**src/rtl/tick_countdown_timer.sv**
```systemverilog
// Tick-driven guess countdown timer.
// Counts whole units down from a loaded value and flags expiry.
module tick_countdown_timer #(
  parameter int TICKS_PER_UNIT = 50,
  parameter int MAX_VALUE      = 99
) (
  input  logic       clock,
  input  logic       reset_n,
  input  logic       tick_in,
  input  logic       load,
  input  logic [6:0] load_value,
  input  logic       start,
  input  logic       pause,
  input  logic       clear,
  output logic [6:0] remaining,
  output logic [3:0] bcd_tens,
  output logic [3:0] bcd_ones,
  output logic       running,
  output logic       expired,
  output logic       expire_pulse
);

  localparam int SW =
    (TICKS_PER_UNIT > 1) ? $clog2(TICKS_PER_UNIT) : 1;
  localparam logic [SW-1:0] SUB_MAX =
    SW'(TICKS_PER_UNIT - 1);
  localparam logic [6:0] MAX_V = 7'(MAX_VALUE);

  typedef enum logic [1:0] {
    IDLE  = 2'd0,
    RUN   = 2'd1,
    PAUSE = 2'd2,
    DONE  = 2'd3
  } state_t;

  state_t        state_q, state_d;
  logic [6:0]    rem_q, rem_d;
  logic [SW-1:0] sub_q, sub_d;
  logic          pulse_q, pulse_d;
  logic [6:0]    sat_val;
  logic [6:0]    tens_w;
  logic [6:0]    ones_w;

  assign sat_val =
    (load_value > MAX_V) ? MAX_V : load_value;

  // State, counters and expiry pulse register
  always_ff @(posedge clock) begin
    if (!reset_n) begin
      state_q <= IDLE;
      rem_q   <= '0;
      sub_q   <= '0;
      pulse_q <= 1'b0;
    end else begin
      state_q <= state_d;
      rem_q   <= rem_d;
      sub_q   <= sub_d;
      pulse_q <= pulse_d;
    end
  end

  // Next state: clear > load > pause > start
  always_comb begin
    state_d = state_q;
    rem_d   = rem_q;
    sub_d   = sub_q;
    pulse_d = 1'b0;
    if (clear) begin
      state_d = IDLE;
      rem_d   = '0;
      sub_d   = '0;
    end else if (load) begin
      state_d = IDLE;
      rem_d   = sat_val;
      sub_d   = '0;
    end else begin
      unique case (state_q)
        IDLE: begin
          if (!pause && start && rem_q != '0)
            state_d = RUN;
        end
        RUN: begin
          if (pause) begin
            state_d = PAUSE;
          end else if (tick_in) begin
            if (sub_q == SUB_MAX) begin
              sub_d = '0;
              if (rem_q <= 7'd1) begin
                rem_d   = '0;
                state_d = DONE;
                pulse_d = 1'b1;
              end else begin
                rem_d = rem_q - 7'd1;
              end
            end else begin
              sub_d = sub_q + 1'b1;
            end
          end
        end
        PAUSE: begin
          if (!pause && start)
            state_d = RUN;
        end
        DONE: begin
          rem_d = '0;
        end
        default: begin
          state_d = IDLE;
        end
      endcase
    end
  end

  // Display digits follow the registered count directly
  always_comb begin
    tens_w   = rem_q / 7'd10;
    ones_w   = rem_q % 7'd10;
    bcd_tens = tens_w[3:0];
    bcd_ones = ones_w[3:0];
  end

  assign remaining    = rem_q;
  assign running      = (state_q == RUN);
  assign expired      = (state_q == DONE);
  assign expire_pulse = pulse_q;

endmodule

```
**config.mk**
```make
export PLATFORM = sky130hd
export DESIGN_NAME = tick_countdown_timer
export DESIGN_NICKNAME = d
export VERILOG_FILES = /design/src/rtl/tick_countdown_timer.sv
export SDC_FILE = /design/constraint.sdc
export NUM_CORES = 1
export LEC_CHECK = 0
export BUFFER_PORTS_ARGS = -buffer_cell sky130_fd_sc_hd__buf_2
export CORE_MARGIN = 1
export CORE_UTILIZATION = 35
export CTS_BUF_LIST = sky130_fd_sc_hd__clkbuf_8
export CTS_CLUSTER_DIAMETER = 150
export DETAILED_ROUTE_END_ITERATION = 10
export PLACE_DENSITY = 0.58
export SYNTH_ARGS = -nofsm -noshare
export SYNTH_HDL_FRONTEND = slang
export SYNTH_SLANG_ARGS = --single-unit
```
**constraint.sdc**
```tcl
create_clock -name clock -period 2.7 [get_ports clock]
set_input_delay 0.54 -clock clock [delete_from_list [all_inputs] [get_ports clock]]
set_output_delay 0.54 -clock clock [all_outputs]
set_load 0.1 [all_outputs]
```
==> impl_results.md <==
- Terminus of the critical flop-to-flop path: remaining[4]
- Combinational cell fraction of total power: between 30% and 40%
- Synth Area in Simple Gates: between 30% and 40%
- Total count of hold-check failures in the final report: 0
- Overall overflow remaining after global route: 0
- Clock-pin transition on the worst setup and hold timing paths: around 70 ps
- Power density of the placed cells: about 350 nW/µm²
- Hold_buf cts: 0
- Remaining routing DRC violations: 0
- Number of global-route vias before repair: about 1500
- Worst Setup Slack, final: -450.8 ps
- Filler-free cell count of the finished design: 305
- Highest-delay cell along the critical path: sky130_fd_sc_hd__dfxtp_4
- Number of DRC markers in iteration 0: 32
- Number of pins exceeding their max-slew limit in the final report: 0
- Commonest non-fill, non-tap cells in the layout: sky130_fd_sc_hd__buf_4, sky130_fd_sc_hd__buf_2, sky130_fd_sc_hd__nand2_1, sky130_fd_sc_hd__nor2_1, sky130_fd_sc_hd__a21oi_1
- Sum of net half-perimeters after detailed placement: 3.242 mm
- Die Outline Area: approximately 4800 µm²
- Input/output buffers: 31
- Startpoint of the worst-slack reg-to-reg timing path: remaining[3]
- Number of levels in the clock H-tree: 1
- Synthesis-to-layout area growth: 42.39%
- Aggregate routed wire length: around 4.2 mm
- Proportion of register bits with asynchronous set or reset after synthesis: 0%
- Layout cells sized above 1: 43.92%
- Height of the die: approximately 69 µm
- Global-route wire length before repair: 6.720 mm
- Cell types occupying the most area after synthesis: sky130_fd_sc_hd__dfxtp_1, sky130_fd_sc_hd__ha_1, sky130_fd_sc_hd__nand2_1
- Delay contributed by the slowest stage of the critical path: about 350 ps
- Synthesized flop and latch total: 16
- Number of distinct standard cells referenced by the synthesized netlist: 65
- Ant diodes: 0
- Number of detailed-routing iterations run before antenna repair: 4
- Fillers: slightly above 400
- Average size of a mapped cell: roughly 7.8 µm²
- Slew at the pin with the worst max-slew slack: about 530 ps
- Maximum number of pins on one net before global-route repair: 17
- Synthesized Nets: between 200 and 250
- Crit path to: bcd_ones[2]
- Clk Latency, worst-skew pair: roughly 260 ps
- Util after Layout: 53.96%
- Number of warnings issued by yosys: 0
- Sequential group share of total power: 31.1%
- Sequential cell area fraction in the yosys report: between 20% and 30%
- Static power due to leakage: between 0.0008 and 0.0009 µW
- Critical Setup Path Class: reg2out
- Number of antenna-violating nets in the routed design: 0
- Crit start category: flip-flop
- RePlAce Congestion: between 0.8 and 0.9
- Result of the run: complete, but fails checks
- Number of cells on the worst reg-to-reg path: 9
- Switching power share of the total: a little under two fifths
- Main combinational cell family by area after synthesis: simple AND/OR/NAND/NOR gates
- Final worst-path cycle share: 116.7%
- Number of antenna violations at the first check in global routing: 0
- Worst IR Drop VDD: ~0.00023 V
- Area of the multi-input gates: about 1300 µm²
- Die width: around 70 µm
- Mux cell area share after synthesis: 1.275%
- Total clock buffers created by CTS: 3
- Most common flop cell mapped by yosys: sky130_fd_sc_hd__dfxtp_1
- Parity-gate share of the synthesized area counting xor and xnor cells: under 10%
- Failing checks: setup timing
- Clock tree from TritonCTS: built
- Via count: 1681
- Tot GR Track Use: between 10% and 20%
- Cell area after synthesis: about 1600 µm²
- Min Clock Period, post-route: ~3200 ps
- Sum of internal, switching and leakage power: 783.8 µW
- Setup-violating endpoint count in the final report: 4
- Synthesized instance count: between 200 and 250
- CP dominant cell by count: sky130_fd_sc_hd__o21a_1
- Clock root buffer: sky130_fd_sc_hd__clkbuf_8
- Endpoint class of the critical path: primary output
- Number of nets in the finished design: about 280
- Cell count after placement: between 200 and 300
- Cells along the critical path: nand2b_4, xnor2_1, a32oi_1, o21a_1, ha_4, and2b_1, o21bai_1, a221oi_2, o21a_1, nand3_4, mux2i_4, buf_12
- Number of synthesized flops with an enable pin: 0
- Fmax: between 300 and 400 MHz
- Worst reg-to-reg setup slack: about 610 ps
- Data required time of the critical path: approximately 2200 ps
- Area share of the leading cell type in the synthesized netlist: around a fifth
- Placement row count: 23
- Clock sink count: 16
- Sequential cell area: between 300 and 400 µm²
- Reported net switching power: between 200 and 300 µW
- Critical Path Fanout Max: 4
- Final setup skew: ~4.0 ps
- Floorplan Core Area: about 4100 µm²
- Total of max-cap violations: 0
- Slew Limit Headroom: between 60 and 70%
- Top Ports: 32
- Number of buffers on the longest clock path: 2
- RSZ-0062 raised after global routing: yes
- Worst min-delay path class: reg2reg
- Critical path launch point: remaining[3]
- Data arrival time of the critical path: 2610 ps
- Routed len/inst: roughly 14 µm
- Fraction of power consumed by the clock network: 29.1%
- Worst slack after detailed placement: -199.5 ps
- Post-synth top area cell: sky130_fd_sc_hd__dfxtp_1
- Adder and majority cell fraction of the synthesized area: approximately 5.6%
- Commonest non-fill, non-tap cell in the layout: sky130_fd_sc_hd__buf_4
- Initial core utilization: a little under two fifths
- Via density per instance: roughly 5.5
- Internal portion of total power: between 400 and 500 µW
- Compound-Gate Fraction of Synth Area: a little over a quarter
-- how the worst min path moves through the flow --
stage | from | endpoint | slack, ps | cells past startpoint
after detailed placement | sub_q[5] | sub_q[5] | 510 | 2
after CTS | sub_q[5] | sub_q[5] | 520 | 2
final | sub_q[5] | sub_q[5] | 520 | 2
after floorplan | sub_q[5] | sub_q[5] | 470 | 2
after global placement | sub_q[5] | sub_q[5] | 500 | 2
after global routing | sub_q[5] | sub_q[5] | 560 | 2
-- sequential cells by signal (all words and copies together), names as in the netlist --
register and flops:
sub_q 6, expire_pulse 1, state_q 2, remaining 7
-- routing by layer --
layer	up-vias	track usage (%)	routed length (µm)
li1	847	-	-
met1	767	23.16	2030
met2	56	31.80	1916
met3	11	1.316	137
met4	0	8.163	106
met5	-	0	0
-- logic make-up after synthesis --
logic type	count (synthesis)
AND/OR/NAND/NOR	91
AO/OA/AOI/OAI	56
buffers and inverters	21
flip-flops	16
XOR/XNOR	8
adder cells (fa/ha/maj)	7
multiplexers	2
-- stage by stage --
step | setup TNS, ps | instance area, µm² | hold WS, ps
global route | -2137 | 2236 | 559.8
floorplan | -2547 | 1705 | 467.6
detailed placement | -659.4 | 2076 | 506.4
CTS | -1589 | 2173 | 516.7
global placement | -415.5 | 2076 | 495.1
finish | -1678 | 2236 | 517.3
-- power groups by stage --
stage / clock network, µW / registers [µW] / logic (µW)
after floorplan: 0 / 271 / 190
after global placement: 0 / 249 / 298
after detailed placement: 0 / 249 / 298
after CTS: 226 / 243 / 305
after global routing: 238 / 244 / 331
final: 228 / 244 / 313
-- critical path, delay by kind of cell (launching register included) --
| family | cells | cell delay [ps] |
|---|---|---|
| AO/OA/AOI/OAI | 5 | 860 |
| adder cells (fa/ha/maj) | 1 | 190 |
| XOR/XNOR | 1 | 110 |
| flip-flops | 1 | 350 |
| AND/OR/NAND/NOR | 3 | 430 |
| buffers and inverters | 1 | 190 |
| multiplexers | 1 | 210 |
-- cell type report --
cell class / instances / area share [%]
Clock buffer: 4 / 2.462
Inverter: 6 / 1.119
Multi-Input combinational cell: 164 / 56.80
Sequential cell: 16 / 15.22
Tap cell: 50 / 2.798
Timing Repair Buffer: 65 / 21.60
-- synth_stat cells, types with 4 or more instances --
| cell type | count |
|---|---|
| sky130_fd_sc_hd__a21oi_1 | 13 |
| sky130_fd_sc_hd__buf_2 | 6 |
| sky130_fd_sc_hd__buf_4 | 5 |
| sky130_fd_sc_hd__dfxtp_1 | 16 |
| sky130_fd_sc_hd__ha_1 | 7 |
| sky130_fd_sc_hd__inv_1 | 5 |
| sky130_fd_sc_hd__nand2_1 | 23 |
| sky130_fd_sc_hd__nand2b_1 | 5 |
| sky130_fd_sc_hd__nand3_1 | 5 |
| sky130_fd_sc_hd__nand4_1 | 4 |
| sky130_fd_sc_hd__nor2_1 | 21 |
| sky130_fd_sc_hd__nor3_1 | 4 |
| sky130_fd_sc_hd__o21ai_0 | 7 |
| sky130_fd_sc_hd__xor2_1 | 4 |
-- what timing repair did --
item | CTS | global route
pin swaps | 4 | 10
gates resized for setup | 3 | 9
endpoints found under the setup margin | 4 | 4
hold endpoints to repair | 0 | 0
buffers inserted | 5 | 2
No activity file was read; power rests on OpenSTA's default activity.
